## config.mk

```make
export PLATFORM = sky130hd
export DESIGN_NAME = panda_mem_arbiter
export DESIGN_NICKNAME = d
export VERILOG_FILES = /design/src/rtl/panda_mem_arbiter.sv
export SDC_FILE = /design/constraint.sdc
export NUM_CORES = 1
export LEC_CHECK = 0
export ABC_AREA = 1
export BUFFER_PORTS_ARGS = -buffer_cell sky130_fd_sc_hd__buf_2
export CELL_PAD_IN_SITES_DETAIL_PLACEMENT = 0
export CELL_PAD_IN_SITES_GLOBAL_PLACEMENT = 1
export CORE_AREA = 5 5 107 109
export CTS_BUF_LIST = sky130_fd_sc_hd__clkbuf_4 sky130_fd_sc_hd__clkbuf_8
export DETAILED_ROUTE_END_ITERATION = 8
export DIE_AREA = 0 0 112 114
export GPL_TIMING_DRIVEN = 0
export PLACE_DENSITY_LB_ADDON = 0.1
export SYNTH_ARGS = -nofsm -noshare
export SYNTH_HDL_FRONTEND = slang
export SYNTH_SLANG_ARGS = --single-unit
```

## constraint.sdc

```tcl
create_clock -name clk_i -period 3.1 [get_ports clk_i]
set_input_delay 0.465 -clock clk_i [delete_from_list [all_inputs] [get_ports clk_i]]
set_output_delay 0.465 -clock clk_i [all_outputs]
set_load 0.02 [all_outputs]
```

## src/rtl/panda_mem_arbiter.sv

```systemverilog
// Arbiter that shares one single-port synchronous RAM between the Panda core's fetch and data ports.
// Data accesses win by default; a contested-grant streak counter forces fetch through at STARVE_LIMIT.
module panda_mem_arbiter #(
   parameter int STARVE_LIMIT = 4
) (
   input  logic        clk_i,
   input  logic        rst_i,
   input  logic        instr_req_i,
   input  logic [31:0] instr_addr_i,
   output logic        instr_gnt_o,
   output logic        instr_rvalid_o,
   output logic [31:0] instr_rdata_o,
   input  logic        data_req_i,
   input  logic [31:0] data_addr_i,
   input  logic [3:0]  data_we_i,
   input  logic [31:0] data_wdata_i,
   output logic        data_gnt_o,
   output logic        data_rvalid_o,
   output logic [31:0] data_rdata_o,
   output logic        mem_req_o,
   output logic [31:0] mem_addr_o,
   output logic [3:0]  mem_we_o,
   output logic [31:0] mem_wdata_o,
   input  logic [31:0] mem_rdata_i
);

   localparam int SW = $clog2(STARVE_LIMIT + 1);
   localparam logic [SW-1:0] LIMIT = SW'(STARVE_LIMIT);

   typedef enum logic [1:0] {
      OWN_NONE  = 2'd0,
      OWN_INSTR = 2'd1,
      OWN_DATA  = 2'd2
   } owner_e;

   owner_e        r_owner;
   owner_e        w_owner_nxt;
   logic [SW-1:0] r_streak;
   logic [SW-1:0] w_streak_nxt;
   logic          w_contested;
   logic          w_instr_win;
   logic          w_data_win;

   // Handshake: a requester holds req and payload stable until it sees gnt in the same
   // cycle; the matching rvalid (with rdata) arrives exactly one cycle after that gnt.
   always_ff @(posedge clk_i or posedge rst_i) begin
      if (rst_i) begin
         r_owner  <= OWN_NONE;
         r_streak <= '0;
      end else begin
         r_owner  <= w_owner_nxt;
         r_streak <= w_streak_nxt;
      end
   end

   always_comb begin
      w_contested  = instr_req_i & data_req_i;
      w_instr_win  = instr_req_i & (~data_req_i | (r_streak == LIMIT));
      w_data_win   = data_req_i & ~w_instr_win;
      w_owner_nxt  = OWN_NONE;
      w_streak_nxt = r_streak;
      if (w_instr_win) begin
         w_owner_nxt  = OWN_INSTR;
         w_streak_nxt = '0;
      end else if (w_data_win) begin
         w_owner_nxt = OWN_DATA;
         // Only a data win over a waiting fetch counts toward starvation.
         if (w_contested) begin
            w_streak_nxt = r_streak + 1'b1;
         end
      end
   end

   always_comb begin
      instr_gnt_o = w_instr_win;
      data_gnt_o  = w_data_win;
      mem_req_o   = 1'b0;
      mem_addr_o  = '0;
      mem_we_o    = '0;
      mem_wdata_o = '0;
      if (w_instr_win) begin
         mem_req_o  = 1'b1;
         mem_addr_o = instr_addr_i;
      end else if (w_data_win) begin
         mem_req_o   = 1'b1;
         mem_addr_o  = data_addr_i;
         mem_we_o    = data_we_i;
         mem_wdata_o = data_wdata_i;
      end
   end

   assign instr_rvalid_o = (r_owner == OWN_INSTR);
   assign data_rvalid_o  = (r_owner == OWN_DATA);
   assign instr_rdata_o  = mem_rdata_i;
   assign data_rdata_o   = mem_rdata_i;

endmodule

```

## Word level (Yosys, flattened, before mapping)

Index checks and enable logic that the tools add are counted.

| storage, ports and cells | value |
|---|---|
| bits of input ports | 136 |
| word-level logic and storage cells | 28 |
| output and inout port bits | 137 |
| flip-flop bits (word level) | 5 |

| cells by class | value |
|---|---|
| reductions and logical operators | 3 |
| add/sub/neg operators | 1 |
| bitwise gates (word level) | 6 |
| eq/ne operators | 3 |
| multiplexer cells | 13 |

Operators with widths:

| operator | number |
|---|---|
| $mux W32 | 4 |
| $mux W3 | 3 |
| $mux W4 | 2 |
| $mux W2 | 2 |
| $reduce_bool A2 Y1 | 2 |
| $add A3 B1 Y3 const B | 1 |
| $and A1 B1 Y1 | 3 |
| $eq A3 B3 Y1 const B | 1 |
| $eq A2 B1 Y1 const B | 1 |
| $eq A2 B2 Y1 const B | 1 |
| $mux W1 | 2 |
| $not A1 Y1 | 2 |
| $reduce_and A2 Y1 | 1 |
| $or A1 B1 Y1 | 1 |

## Logic depth before layout (Yosys ltp)

| depth | value |
|---|---|
| word-level depth | 7 |
| gate-level depth with buffers | 8 |
| depth with buffers taken out | 7 |

## Worst setup path after synthesis

OpenSTA, ideal clock, no wires.

| timing path | value |
|---|---|
| path kind | register to output |
| from | reg r_streak[0] |
| to | out mem_wdata_o[13] |
| setup slack | 1.205 ns |
| buffers on the path | 1 |
| cell stages (with the launch flop) | 9 |
| data arrival time | 1.430 ns |
| data required time | 2.635 ns |
| cell sequence | dfrtp_1 > inv_1 > ha_1 > nand2_1 > nand2_1 > nand2_2 > nand2_4 > buf_6 > nor2_1 |

| on the way | value |
|---|---|
| cells in the longest elaborated chain, start to end | 7 |

RTL lines:

| element | line | source |
|---|---|---|
| from (decl) | 38 | `logic [SW-1:0] r_streak;` |
| from (signal assigned) | 52 | `r_streak <= w_streak_nxt;` |
| $eq A3 B3 Y1 * | 58 | `w_instr_win = instr_req_i & (~data_req_i \| (r_streak == LIMIT));` |
| $or A1 B1 Y1 * | 58 |  |
| $and A1 B1 Y1 * | 58 |  |
| $not A1 Y1 | 59 | `w_data_win = data_req_i & ~w_instr_win;` |
| $and A1 B1 Y1 | 59 |  |
| $mux W32 | 84 | `end else if (w_data_win) begin` |
| $mux W32 * | 81 | `if (w_instr_win) begin` |
| to (decl) | 23 | `output logic [31:0] mem_wdata_o,` |

Mark *: on every way between the ends. The rest lies on a longest branch, timed or not.

## Worst setup path after layout

| timing path | value |
|---|---|
| from | reg r_streak[0] |
| to | out mem_addr_o[10] |

| on the way | value |
|---|---|
| cells in the longest elaborated chain, start to end | 7 |

RTL lines:

| element | line | source |
|---|---|---|
| $eq A3 B3 Y1 * | 58 |  |
| $or A1 B1 Y1 * | 58 |  |
| $and A1 B1 Y1 * | 58 |  |
| $not A1 Y1 | 59 |  |
| $and A1 B1 Y1 | 59 |  |
| $mux W32 | 84 |  |
| $mux W32 * | 81 |  |
| to (decl) | 21 | `output logic [31:0] mem_addr_o,` |

Marks and branches as above.

==> results by group <==
Critical path
  – Crit path from: r_streak[0]
  – Type of origin of the critical path: flop
  – Reg2reg end: r_owner[1]
  – Arrival @ worst endpoint: around 1.8 ns
  – Crit Path Category: reg -> out
  – Worst-path fanout max: 10
  – Critical Path RT: about 2.6 ns
  – RR Startpoint: r_streak[0]
  – Crit path capture type: output port
  – Flop-to-flop setup slack: 1.67 ns
  – Worst R2R Path Depth: 8

Global routing
  – Grt met3 use: 0.0239
  – Met1 GRT Util: 0.101
  – Layer with the highest usage: met2
  – Initial antenna violation count: 0
  – Global routing usage on met2: 0.205
  – Total track usage: 0.0985
  – Vias in the first global route: 2190
  – Total gr overflow: 0
  – First-pass GRT wire length: 10.5 mm
  – Largest net degree at the start of global routing: 12

Clock tree
  – Post-CTS Hold Buffers: 0
  – Root Buffer: clkbuf_8
  – Setup bufs post-CTS: 0
  – Clk buf depth: 2
  – CTS tree: done
  – Worst-skew pair later-pin latency: 0.21 ns
  – H-tree Lvls: 1
  – CTS buffer count: 3
  – PostCTS Resize Cnt: 0
  – Clk slew on worst S/H paths: 0.03 ns
  – CTS sink cnt: 5

Die
  – Die ar.: about 0.013 sq mm
  – Cell Rows: 38
  – Initial Utilization: 0.144
  – Core area: roughly 0.011 sq mm
  – # IOs: 273
  – Die Ht: 114 um
  – Die W: ~110 um

Yosys
  – FFs w/ async S/R, synth: 1.00
  – Synth Net Count: 415
  – Syn_area_per_cell: approximately 5.5 sq um
  – Yosys cell types: 19
  – Seq cells post-synth: 5
  – Largest family of logic cells by synthesized area: buffers and inverters
  – Post-synth EDFFs: 0
  – Register area share after synthesis: 0.0826
  – Post-Synthesis Cells: 277
  – Most frequent cells after synthesis: nand2_1, buf_4, inv_1
  – Multiplexer share of the synthesized area: 0
  – Mapped Area: between 0.0015 and 0.002 sq mm
  – Most frequent cell after synthesis: nand2_1
  – YS warnings: 0
  – Top area cells in the synthesized netlist: buf_4, nand2_1, inv_1
  – Synth top area share: 0.327
  – Synthesized-area fraction occupied by adder cells: 0.0165
  – Compound-Gate Fraction of Synth Area: 0.0182
  – Synth area leader: buf_4
  – Post-Synth Simple-Gate Area: 0.390
  – Ys flop type: dfrtp_1
  – Post-Synth XOR/XNOR Area: 0.00578

Place
  – Number of cells after detailed placement: 656
  – Post-DP HPWL: 6.42 mm
  – Buffers on Ports: 239
  – GPL Wtd Cong: a little under 0.8

Route
  – DR iter-0 viols: 78
  – DR vias/cell: about 3.6
  – Detail Route Antenna Nets: 0
  – Avg WL per Cell: 10.9 um
  – DRT Pass-1 Iters: 4
  – Final WL: 7.21 mm
  – DRC: 0
  – Vias: 2349

STA
  – Worst slew pin tran: 0.489 ns
  – Period Utilization, post-route: 0.735
  – Slew Limit Headroom: 0.674
  – Final max-slew violation count: 0
  – Fin. Hold Viols: 0
  – Setup Viol. Count Final: 0
  – TNS Setup: 0 ns
  – Skew final: 0.000711 ns
  – F_max: around 440 MHz
  – Unrepaired setup endpoints after global routing: no
  – Post-route minimum period: 2.28 ns

Flow run
  – Max-cap viol count: 0

Power
  – Maximum VDD drop: 159 uV
  – Power Density: between 200 and 250 mW/mm^2
  – P_leak: 2.08 nW

Layout
  – Nets: 659
  – Ant diodes: 0
  – Area growth, synth to finish: 93.7%
  – Post-layout util: 0.279
  – Fillers: 1219
  – Share of layout cells above drive strength 1: 0.619
  – Non-Filler Instances: 660

Outcome
  – Status: complete, no violations

Min path
  – Worst hold path type: in -> async
## state kept, by name, indices dropped and copies added (netlist names)
register  flops
r_streak      3
r_owner       2
## placed cells by master (no fill, tap or decap), drive strengths merged
cell type	synthesis	final
buf	76	315
nand2	71	71
inv	46	46
nor2	38	38
nand3	33	33
dfrtp	5	5
clkbuf	1	5
ha	2	2
xor2	1	1
o21ai	1	1
a21oi	1	1
or2	1	1
o22ai	1	1
## per-layer routing
layer	vias to the layer above	share of wire
li1	1232	-
met1	985	0.33
met2	130	0.56
met3	2	0.11
met4	0	0.0047
met5	-	0
## worst max-delay path, cell delays in order (launching register included)
cell     delay (ns)
dfrtp_1        0.37
inv_1          0.06
ha_1           0.19
nand2_1        0.14
nand2_1        0.08
nand2_2        0.16
buf_2          0.25
nand3_1        0.09
nand2_1        0.09
buf_2          0.16
## worst max-delay path by stage
stage | to | slack, ns | cells past startpoint
after global routing | mem_addr_o[5] | 0.57 | 9
final | mem_addr_o[10] | 0.82 | 9
after global placement | mem_addr_o[10] | 1.00 | 9
after detailed placement | mem_addr_o[11] | 1.01 | 9
after floorplan | mem_wdata_o[13] | 1.20 | 8
after CTS | mem_addr_o[11] | 0.77 | 9
## layout make-up
| cell class | count | area [sq um] | share of cell area |
|---|---|---|---|
| repair buffers | 239 | 1200 | 0.408 |
| multi-input cells | 149 | 652 | 0.222 |
| plain buffers | 77 | 566 | 0.193 |
| well taps | 140 | 175 | 0.0597 |
| inverters | 46 | 173 | 0.0588 |
| flip-flops and latches | 5 | 125 | 0.0426 |
| clock buffers | 4 | 48.8 | 0.0166 |
## kinds of logic (layout without fill, tap and decap cells)
| family | after synthesis | count (layout) |
|---|---|---|
| simple gates | 143 | 143 |
| buf+inv | 123 | 366 |
| flops | 5 | 5 |
| compound gates | 3 | 3 |
| fa+ha+maj | 2 | 2 |
| xor+xnor | 1 | 1 |
## metrics by stage
| step | hold slack, ns | setup WS, ns | total power [mW] | cell area, sq um |
|---|---|---|---|---|
| after CTS | 0.150 | 0.766 | 0.731 | 2940 |
| after detailed placement | 0.381 | 1.01 | 0.601 | 2890 |
| after global routing | 0.177 | 0.574 | 0.776 | 2940 |
| after floorplan | 0.244 | 1.20 | 0.403 | 1520 |
| final | 0.145 | 0.823 | 0.716 | 2940 |
| after global placement | 0.376 | 1.00 | 0.601 | 2890 |
## where the power goes
| part | internal (mW) | switching, mW |
|---|---|---|
| logic | 0.217 | 0.296 |
| registers | 0.0731 | 0.00477 |
| clock network | 0.0967 | 0.0285 |
(Power assumes the default switching activity.)
